<file path="src/rtl/scmp_acc_status_pkg.sv">
// Shared constants for the SC/MP accumulator/status block: SR bit layout,
// DLY counter sizing and state encoding, and the DLY count helper.
package scmp_microcode_pak;

  localparam int SR_CY = 7;
  localparam int SR_OV = 6;
  localparam int SR_SB = 5;
  localparam int SR_SA = 4;
  localparam int SR_IE = 3;
  localparam int SR_F2 = 2;
  localparam int SR_F0 = 0;

  localparam int              DLY_W    = 18;
  localparam logic [DLY_W-1:0] DLY_BASE = 18'd13;

  localparam logic [0:0] ST_IDLE  = 1'b0;
  localparam logic [0:0] ST_COUNT = 1'b1;

  // 13 + 2*AC + 2*disp + 512*disp, all terms zero-extended so nothing wraps
  function automatic logic [DLY_W-1:0] dly_count(input logic [7:0] ac, input logic [7:0] disp);
    dly_count = DLY_BASE + {9'd0, ac, 1'b0} + {9'd0, disp, 1'b0} + {1'b0, disp, 9'd0};
  endfunction

endpackage

</file>
<file path="src/rtl/scmp_acc_status_if.sv">
// Bus between the SC/MP sequencer/ALU and the accumulator/status block.
interface scmp_acc_status_if;
  logic [7:0] alu_res_i;
  logic       alu_cy_i;
  logic       alu_ov_i;
  logic       ld_ac_i;
  logic       ld_e_i;
  logic       ld_sr_i;
  logic       ld_cy_i;
  logic       ld_ov_i;
  logic       sio_i;
  logic       sin_i;
  logic       sa_i;
  logic       sb_i;
  logic       dly_start_i;
  logic [7:0] dly_disp_i;
  logic [7:0] ac_o;
  logic [7:0] e_o;
  logic [7:0] sr_o;
  logic       cy_o;
  logic       ov_o;
  logic [2:0] f_o;
  logic       ie_o;
  logic       sout_o;
  logic       dly_busy_o;
  logic       dly_done_o;

  modport master (
    output alu_res_i, alu_cy_i, alu_ov_i, ld_ac_i, ld_e_i, ld_sr_i, ld_cy_i, ld_ov_i,
           sio_i, sin_i, sa_i, sb_i, dly_start_i, dly_disp_i,
    input  ac_o, e_o, sr_o, cy_o, ov_o, f_o, ie_o, sout_o, dly_busy_o, dly_done_o
  );

  modport slave (
    input  alu_res_i, alu_cy_i, alu_ov_i, ld_ac_i, ld_e_i, ld_sr_i, ld_cy_i, ld_ov_i,
           sio_i, sin_i, sa_i, sb_i, dly_start_i, dly_disp_i,
    output ac_o, e_o, sr_o, cy_o, ov_o, f_o, ie_o, sout_o, dly_busy_o, dly_done_o
  );
endinterface

</file>
<file path="src/rtl/scmp_acc_status_sync2.sv">
// Two-flop synchroniser for the asynchronous SA/SB sense inputs.
module scmp_sync2 (
  input  logic clk_i,
  input  logic rst_i,
  input  logic d,
  output logic q
);
  logic meta;

  // Two-stage capture of the asynchronous input
  always_ff @(posedge clk_i or posedge rst_i) begin
    if (rst_i) begin
      meta <= 1'b0;
      q    <= 1'b0;
    end else begin
      meta <= d;
      q    <= meta;
    end
  end
endmodule

</file>
<file path="src/rtl/scmp_acc_status.sv">
// SC/MP accumulator, extension and status registers with serial I/O and the
// DLY instruction delay counter. All load/shift strobes are frozen during DLY.
module scmp_acc_status (
  input  logic          clk_i,
  input  logic          rst_i,
  scmp_acc_status_if.slave bus
);
  import scmp_microcode_pak::*;

  logic [7:0]       ac;
  logic [7:0]       e;
  logic             sout;
  logic             sr_cy;
  logic             sr_ov;
  logic             sr_ie;
  logic [2:0]       sr_f;
  logic             sa_sync;
  logic             sb_sync;
  logic [0:0]       state;
  logic [DLY_W-1:0] count;
  logic             done;
  logic             busy;
  logic             idle;
  logic             last;

  assign busy = (state == ST_COUNT);
  assign idle = (state == ST_IDLE);
  assign last = busy && (count == 18'd1);

  scmp_sync2 u_sync_sa (.clk_i(clk_i), .rst_i(rst_i), .d(bus.sa_i), .q(sa_sync));
  scmp_sync2 u_sync_sb (.clk_i(clk_i), .rst_i(rst_i), .d(bus.sb_i), .q(sb_sync));

  // Accumulator: ALU load when idle, forced to FF as DLY completes
  always_ff @(posedge clk_i or posedge rst_i) begin
    if (rst_i) begin
      ac <= 8'h00;
    end else if (last) begin
      ac <= 8'hFF;
    end else if (idle && bus.ld_ac_i) begin
      ac <= bus.alu_res_i;
    end
  end

  // Extension register and serial shifter; a parallel load beats a shift
  always_ff @(posedge clk_i or posedge rst_i) begin
    if (rst_i) begin
      e    <= 8'h00;
      sout <= 1'b0;
    end else if (idle) begin
      if (bus.ld_e_i) begin
        e <= bus.alu_res_i;
      end else if (bus.sio_i) begin
        e    <= {bus.sin_i, e[7:1]};
        sout <= e[0];
      end
    end
  end

  // Writable status bits; a full SR load overrides the individual CY/OV loads
  always_ff @(posedge clk_i or posedge rst_i) begin
    if (rst_i) begin
      sr_cy <= 1'b0;
      sr_ov <= 1'b0;
      sr_ie <= 1'b0;
      sr_f  <= 3'b000;
    end else if (idle) begin
      if (bus.ld_sr_i) begin
        sr_cy <= bus.alu_res_i[SR_CY];
        sr_ov <= bus.alu_res_i[SR_OV];
        sr_ie <= bus.alu_res_i[SR_IE];
        sr_f  <= bus.alu_res_i[SR_F2:SR_F0];
      end else begin
        if (bus.ld_cy_i) sr_cy <= bus.alu_cy_i;
        if (bus.ld_ov_i) sr_ov <= bus.alu_ov_i;
      end
    end
  end

  // DLY sequencer: done is raised one edge early so it lines up with count==1
  always_ff @(posedge clk_i or posedge rst_i) begin
    if (rst_i) begin
      state <= ST_IDLE;
      count <= 18'd0;
      done  <= 1'b0;
    end else begin
      case (state)
        ST_IDLE: begin
          done <= 1'b0;
          if (bus.dly_start_i) begin
            state <= ST_COUNT;
            count <= dly_count(ac, bus.dly_disp_i);
          end
        end
        ST_COUNT: begin
          if (count == 18'd1) begin
            state <= ST_IDLE;
            count <= 18'd0;
            done  <= 1'b0;
          end else begin
            count <= count - 18'd1;
            done  <= (count == 18'd2);
          end
        end
        default: begin
          state <= ST_IDLE;
          count <= 18'd0;
          done  <= 1'b0;
        end
      endcase
    end
  end

  assign bus.ac_o       = ac;
  assign bus.e_o        = e;
  assign bus.sr_o       = {sr_cy, sr_ov, sb_sync, sa_sync, sr_ie, sr_f};
  assign bus.cy_o       = sr_cy;
  assign bus.ov_o       = sr_ov;
  assign bus.ie_o       = sr_ie;
  assign bus.f_o        = sr_f;
  assign bus.sout_o     = sout;
  assign bus.dly_busy_o = busy;
  assign bus.dly_done_o = done;
endmodule
</file>
<file path="src/flat_wrapper.sv">
// flat-port wrapper written by rule: the top's interface ports become plain ports
module scmp_acc_status_flat import scmp_microcode_pak::*;
  (clk_i, rst_i, bus_alu_res_i, bus_alu_cy_i, bus_alu_ov_i, bus_ld_ac_i, bus_ld_e_i, bus_ld_sr_i, bus_ld_cy_i, bus_ld_ov_i, bus_sio_i, bus_sin_i, bus_sa_i, bus_sb_i, bus_dly_start_i, bus_dly_disp_i, bus_ac_o, bus_e_o, bus_sr_o, bus_cy_o, bus_ov_o, bus_f_o, bus_ie_o, bus_sout_o, bus_dly_busy_o, bus_dly_done_o);
  scmp_acc_status_if bus_i ();
  input  logic clk_i;
  input  logic rst_i;
  input wire logic [$bits(bus_i.alu_res_i)-1:0] bus_alu_res_i;
  input wire logic [$bits(bus_i.alu_cy_i)-1:0] bus_alu_cy_i;
  input wire logic [$bits(bus_i.alu_ov_i)-1:0] bus_alu_ov_i;
  input wire logic [$bits(bus_i.ld_ac_i)-1:0] bus_ld_ac_i;
  input wire logic [$bits(bus_i.ld_e_i)-1:0] bus_ld_e_i;
  input wire logic [$bits(bus_i.ld_sr_i)-1:0] bus_ld_sr_i;
  input wire logic [$bits(bus_i.ld_cy_i)-1:0] bus_ld_cy_i;
  input wire logic [$bits(bus_i.ld_ov_i)-1:0] bus_ld_ov_i;
  input wire logic [$bits(bus_i.sio_i)-1:0] bus_sio_i;
  input wire logic [$bits(bus_i.sin_i)-1:0] bus_sin_i;
  input wire logic [$bits(bus_i.sa_i)-1:0] bus_sa_i;
  input wire logic [$bits(bus_i.sb_i)-1:0] bus_sb_i;
  input wire logic [$bits(bus_i.dly_start_i)-1:0] bus_dly_start_i;
  input wire logic [$bits(bus_i.dly_disp_i)-1:0] bus_dly_disp_i;
  output wire logic [$bits(bus_i.ac_o)-1:0] bus_ac_o;
  output wire logic [$bits(bus_i.e_o)-1:0] bus_e_o;
  output wire logic [$bits(bus_i.sr_o)-1:0] bus_sr_o;
  output wire logic [$bits(bus_i.cy_o)-1:0] bus_cy_o;
  output wire logic [$bits(bus_i.ov_o)-1:0] bus_ov_o;
  output wire logic [$bits(bus_i.f_o)-1:0] bus_f_o;
  output wire logic [$bits(bus_i.ie_o)-1:0] bus_ie_o;
  output wire logic [$bits(bus_i.sout_o)-1:0] bus_sout_o;
  output wire logic [$bits(bus_i.dly_busy_o)-1:0] bus_dly_busy_o;
  output wire logic [$bits(bus_i.dly_done_o)-1:0] bus_dly_done_o;
  assign bus_i.alu_res_i = bus_alu_res_i;
  assign bus_i.alu_cy_i = bus_alu_cy_i;
  assign bus_i.alu_ov_i = bus_alu_ov_i;
  assign bus_i.ld_ac_i = bus_ld_ac_i;
  assign bus_i.ld_e_i = bus_ld_e_i;
  assign bus_i.ld_sr_i = bus_ld_sr_i;
  assign bus_i.ld_cy_i = bus_ld_cy_i;
  assign bus_i.ld_ov_i = bus_ld_ov_i;
  assign bus_i.sio_i = bus_sio_i;
  assign bus_i.sin_i = bus_sin_i;
  assign bus_i.sa_i = bus_sa_i;
  assign bus_i.sb_i = bus_sb_i;
  assign bus_i.dly_start_i = bus_dly_start_i;
  assign bus_i.dly_disp_i = bus_dly_disp_i;
  assign bus_ac_o = bus_i.ac_o;
  assign bus_e_o = bus_i.e_o;
  assign bus_sr_o = bus_i.sr_o;
  assign bus_cy_o = bus_i.cy_o;
  assign bus_ov_o = bus_i.ov_o;
  assign bus_f_o = bus_i.f_o;
  assign bus_ie_o = bus_i.ie_o;
  assign bus_sout_o = bus_i.sout_o;
  assign bus_dly_busy_o = bus_i.dly_busy_o;
  assign bus_dly_done_o = bus_i.dly_done_o;
  scmp_acc_status u_core (.clk_i(clk_i), .rst_i(rst_i), .bus(bus_i));
endmodule
</file>
<file path="config.mk">
export PLATFORM = sky130hd
export DESIGN_NAME = scmp_acc_status_flat
export DESIGN_NICKNAME = d
export VERILOG_FILES = /design/src/rtl/scmp_acc_status_pkg.sv /design/src/rtl/scmp_acc_status_if.sv /design/src/rtl/scmp_acc_status_sync2.sv /design/src/rtl/scmp_acc_status.sv /design/src/flat_wrapper.sv
export SDC_FILE = /design/constraint.sdc
export NUM_CORES = 1
export LEC_CHECK = 0
export CORE_ASPECT_RATIO = 1.5
export CORE_UTILIZATION = 52
export DETAILED_ROUTE_END_ITERATION = 8
export GPL_TIMING_DRIVEN = 0
export PLACE_DENSITY = 0.86
export SYNTH_ARGS = -nofsm -noshare
export SYNTH_HDL_FRONTEND = slang
export SYNTH_SLANG_ARGS = --single-unit
</file>
<file path="constraint.sdc">
create_clock -name clk_i -period 2.9 [get_ports clk_i]
set_clock_uncertainty 0.2 [all_clocks]
set_input_delay 0.58 -clock clk_i [delete_from_list [all_inputs] [get_ports clk_i]]
set_output_delay 0.58 -clock clk_i [all_outputs]
set_load 0.02 [all_outputs]
</file>
==> impl_metrics.tcl <==
set metrics [dict create \
    grtUsageMet2 0.548 \
    ff2ff_path_depth 10 \
    initial_core_util 0.548 \
    max_freq_ghz 0.355 \
    powerDensity_mw_per_mm2 607 \
    rsz0062_at_grt "yes" \
    crit_path_cell_trace "inv_1, ha_2, nor3b_2, xor2_1, ha_1, o211ai_1, a31oi_1, a211oi_1, xor2_1, o211ai_1" \
    cts-root-buf "clkbuf_8" \
    worstPathBufferInverterCount 1 \
    crit_start "u_core.bus.ac_o[1]" \
    synth_fp_nets 382 \
    power_leakage_uw 0.00164 \
    hold_path_class "reg -> reg" \
    rows 33 \
    start_kind "flip-flop" \
    tightest_slew_ns 0.954 \
    use_met3 0.0407 \
    place_congestion 0.937 \
    synth_mux_area_frac 0.0384 \
    synth_cell_types 50 \
    synth_area_leaders "dfrtp_1 39%, ha_1 5.8%, xnor2_1 4.6%" \
    core_area_mm2 0.00553 \
    fin_area_mm2 0.00393 \
    finalSetupViolations 0 \
    drt_wl_total_um 8570 \
    cts_max_path_buffers 2 \
    synth-simple-area-share 0.189 \
    maxSlewViolCount 0 \
    cp-end-kind "flip-flop" \
    synth_top_family_by_area "compound AO/OA/AOI/OAI gates" \
    p_int_uw 1480 \
    dpl.hpwl_um 6400 \
    power_frac_seq 0.412 \
    clkPwrFrac 0.179 \
    syn_to_final_growth_pct 29.4 \
    wire_per_inst_um 17.9 \
    yosys_warnings 0 \
    syn_area_mm2 0.00303 \
    pre_cts_ws_ns -0.704 \
    min_period_ns 2.82 \
    cp_max_fo 5 \
    cts_made_buffers 5 \
    worstPathRequired_ns 2.88 \
    cts.clk_slew.worst_paths_ns 0.10 \
    ant_nets 0 \
    synth_adder_area_share 0.0643 \
    drc_errors 0 \
    combPwrFrac 0.409 \
    p_sw_frac 0.380 \
    grt_max_degree 40 \
    grt_first_pass_wirelength_um 13700 \
    synth.top_cell.area_share 0.388 \
    drive_gt1_frac 0.110 \
    clk_latency_ns 0.31 \
    grt-busiest-layer "met2" \
    synthArstFlopShare 1.00 \
    first_pass_iters 6 \
    num_io_pins 63 \
    vdd_drop_max_mv 0.424 \
    vias_per_cell 6.10 \
    synth_edf_count 0 \
    crit_cells 10 \
    status "complete, no violations" \
    worst_slack_ns 0.0816 \
    whs_ns 0.162 \
    slew_headroom 0.358 \
    yosys.area.top_type "dfrtp_1" \
    synth-seq-cells 47 \
    synth_cells 337 \
    crit_family "compound AO/OA/AOI/OAI gates" \
    synthFlopType "dfrtp_1" \
    reg2reg_from "u_core.bus.ac_o[1]" \
    die_area_mm2 0.00615 \
    mostFrequentLayoutCells "59 x clkdlybuf4s50_1, 45 x dfrtp_1, 36 x nand2_1" \
    grt_use_total 0.294 \
    crit_arrival_ns 2.80 \
    maxCapViolCount 0 \
    synthXorXnorAreaFrac 0.0606 \
    diodes 0 \
    cts_tree "built" \
    cts_max_level 2 \
    n_fill_cell 432 \
    globalRoute.totalOverflow 0 \
    gr-usage-met1 0.301 \
    cp-endpoint "u_core.count[9]" \
    fin_nets 453 \
    r2r_setup_slack_ns 0.08 \
    syn-mean-instance-area_um2 9.00 \
    finalCritPeriodShare 0.972 \
    placed_area_mm2 0.00376 \
    first_iter_violations 151 \
    p_switching_uw 906 \
    cts_hold_buf 0 \
    cts.sinks 47 \
    antenna_found_initial 0 \
    fp.dieH_um 95.6 \
    die_x_um 64.4 \
    fin_util 0.709 \
    slowest_stage "dfrtp_2" \
    num_vias 2920 \
    port_buffers 62 \
    layout_commonest_cell "clkdlybuf4s50_1" \
    synth_compound_area_frac 0.205 \
    hold_violations 0 \
    r2r_end "u_core.count[9]" \
    first_global_vias 2981 \
    ys_seq_area_frac 0.388 \
    cp_slowest_stage_delay_ns 0.43 \
    critPathKind "reg -> reg" \
]
==> worst min path at each step <==
stage | start | to | slack [ns] | cells past startpoint
final | u_core.u_sync_sb.meta | u_core.u_sync_sb.q | 0.16 | 0
after global routing | u_core.u_sync_sb.meta | u_core.u_sync_sb.q | 0.17 | 0
after detailed placement | u_core.u_sync_sb.meta | u_core.u_sync_sb.q | 0.15 | 0
after CTS | u_core.u_sync_sb.meta | u_core.u_sync_sb.q | 0.17 | 0
after floorplan | u_core.u_sync_sa.meta | u_core.u_sync_sa.q | 0.13 | 0
after global placement | u_core.u_sync_sb.meta | u_core.u_sync_sb.q | 0.13 | 0
==> cells in the mapped netlist, types with 3 or more instances <==
| cell | number |
|---|---|
| a211o_1 | 3 |
| a211oi_1 | 4 |
| a21oi_1 | 18 |
| a22oi_1 | 3 |
| a31oi_1 | 4 |
| and3_1 | 3 |
| and3b_1 | 7 |
| buf_4 | 9 |
| clkbuf_1 | 8 |
| dfrtp_1 | 47 |
| ha_1 | 14 |
| inv_1 | 13 |
| mux2_2 | 5 |
| mux2i_1 | 6 |
| nand2_1 | 36 |
| nand2b_1 | 3 |
| nand3_1 | 5 |
| nor2_1 | 30 |
| nor2b_1 | 9 |
| nor3_1 | 7 |
| o211ai_1 | 4 |
| o21ai_0 | 25 |
| o21ai_1 | 12 |
| o22a_1 | 4 |
| o22ai_1 | 5 |
| xnor2_1 | 16 |
| xor2_1 | 5 |
==> kinds of logic (layout without fill, tap and decap cells) <==
logic type | count (synthesis) | in the layout
buffers and inverters | 32 | 104
DFF | 47 | 47
adders and majority gates | 15 | 15
xor gates and xnor gates | 21 | 21
muxes | 11 | 11
AOI/OAI and AO/OA | 98 | 98
and+or+nand+nor | 113 | 113
==> power groups by stage <==
stage | clock, uW | combinational, uW | sequential (uW)
2_1_floorplan | 0 | 578 | 991
3_3_place_gp | 0 | 890 | 969
3_5_place_dp | 0 | 922 | 981
4_1_cts | 430 | 937 | 970
5_1_grt | 452 | 1060 | 1000
6_report | 427 | 974 | 980
==> layer usage <==
layer  vias to the layer above  share of wire
met5                         -              0
met4                         0          0.052
met3                        43          0.059
met2                       161           0.54
met1                      1371           0.35
li1                       1345              -
==> what timing repair did <==
item	4_1_cts	5_1_grt
pin swaps	3	2
buffers inserted	1	0
resized for setup	8	9
setup endpoints to repair	9	9
==> state kept, by name (all words and copies together), names as in the netlist, 3 cells and up <==
register         count
u_core.bus.ac_o      8
u_core.bus.e_o       8
u_core.bus.f_o       3
u_core.count        18
==> cell type report <==
class	instances	area, um2	area share
plain buffers	19	120	0.0306
clock buffers	7	86.3	0.0220
clock inverters	1	8.76	0.00223
inverters	13	48.8	0.0124
multi-input cells	258	1750	0.445
flip-flops and latches	47	1180	0.300
well taps	70	87.6	0.0223
repair buffers	64	648	0.165
==> stage by stage <==
step	power [uW]	setup TNS, ns	cells
5_1_grt	2520	-0.0491	479
2_1_floorplan	1570	0	337
4_1_cts	2340	0	479
6_report	2380	0	479
3_5_place_dp	1900	-4.57	470
3_3_place_gp	1860	-4.04	469
(Power assumes the default switching activity.)
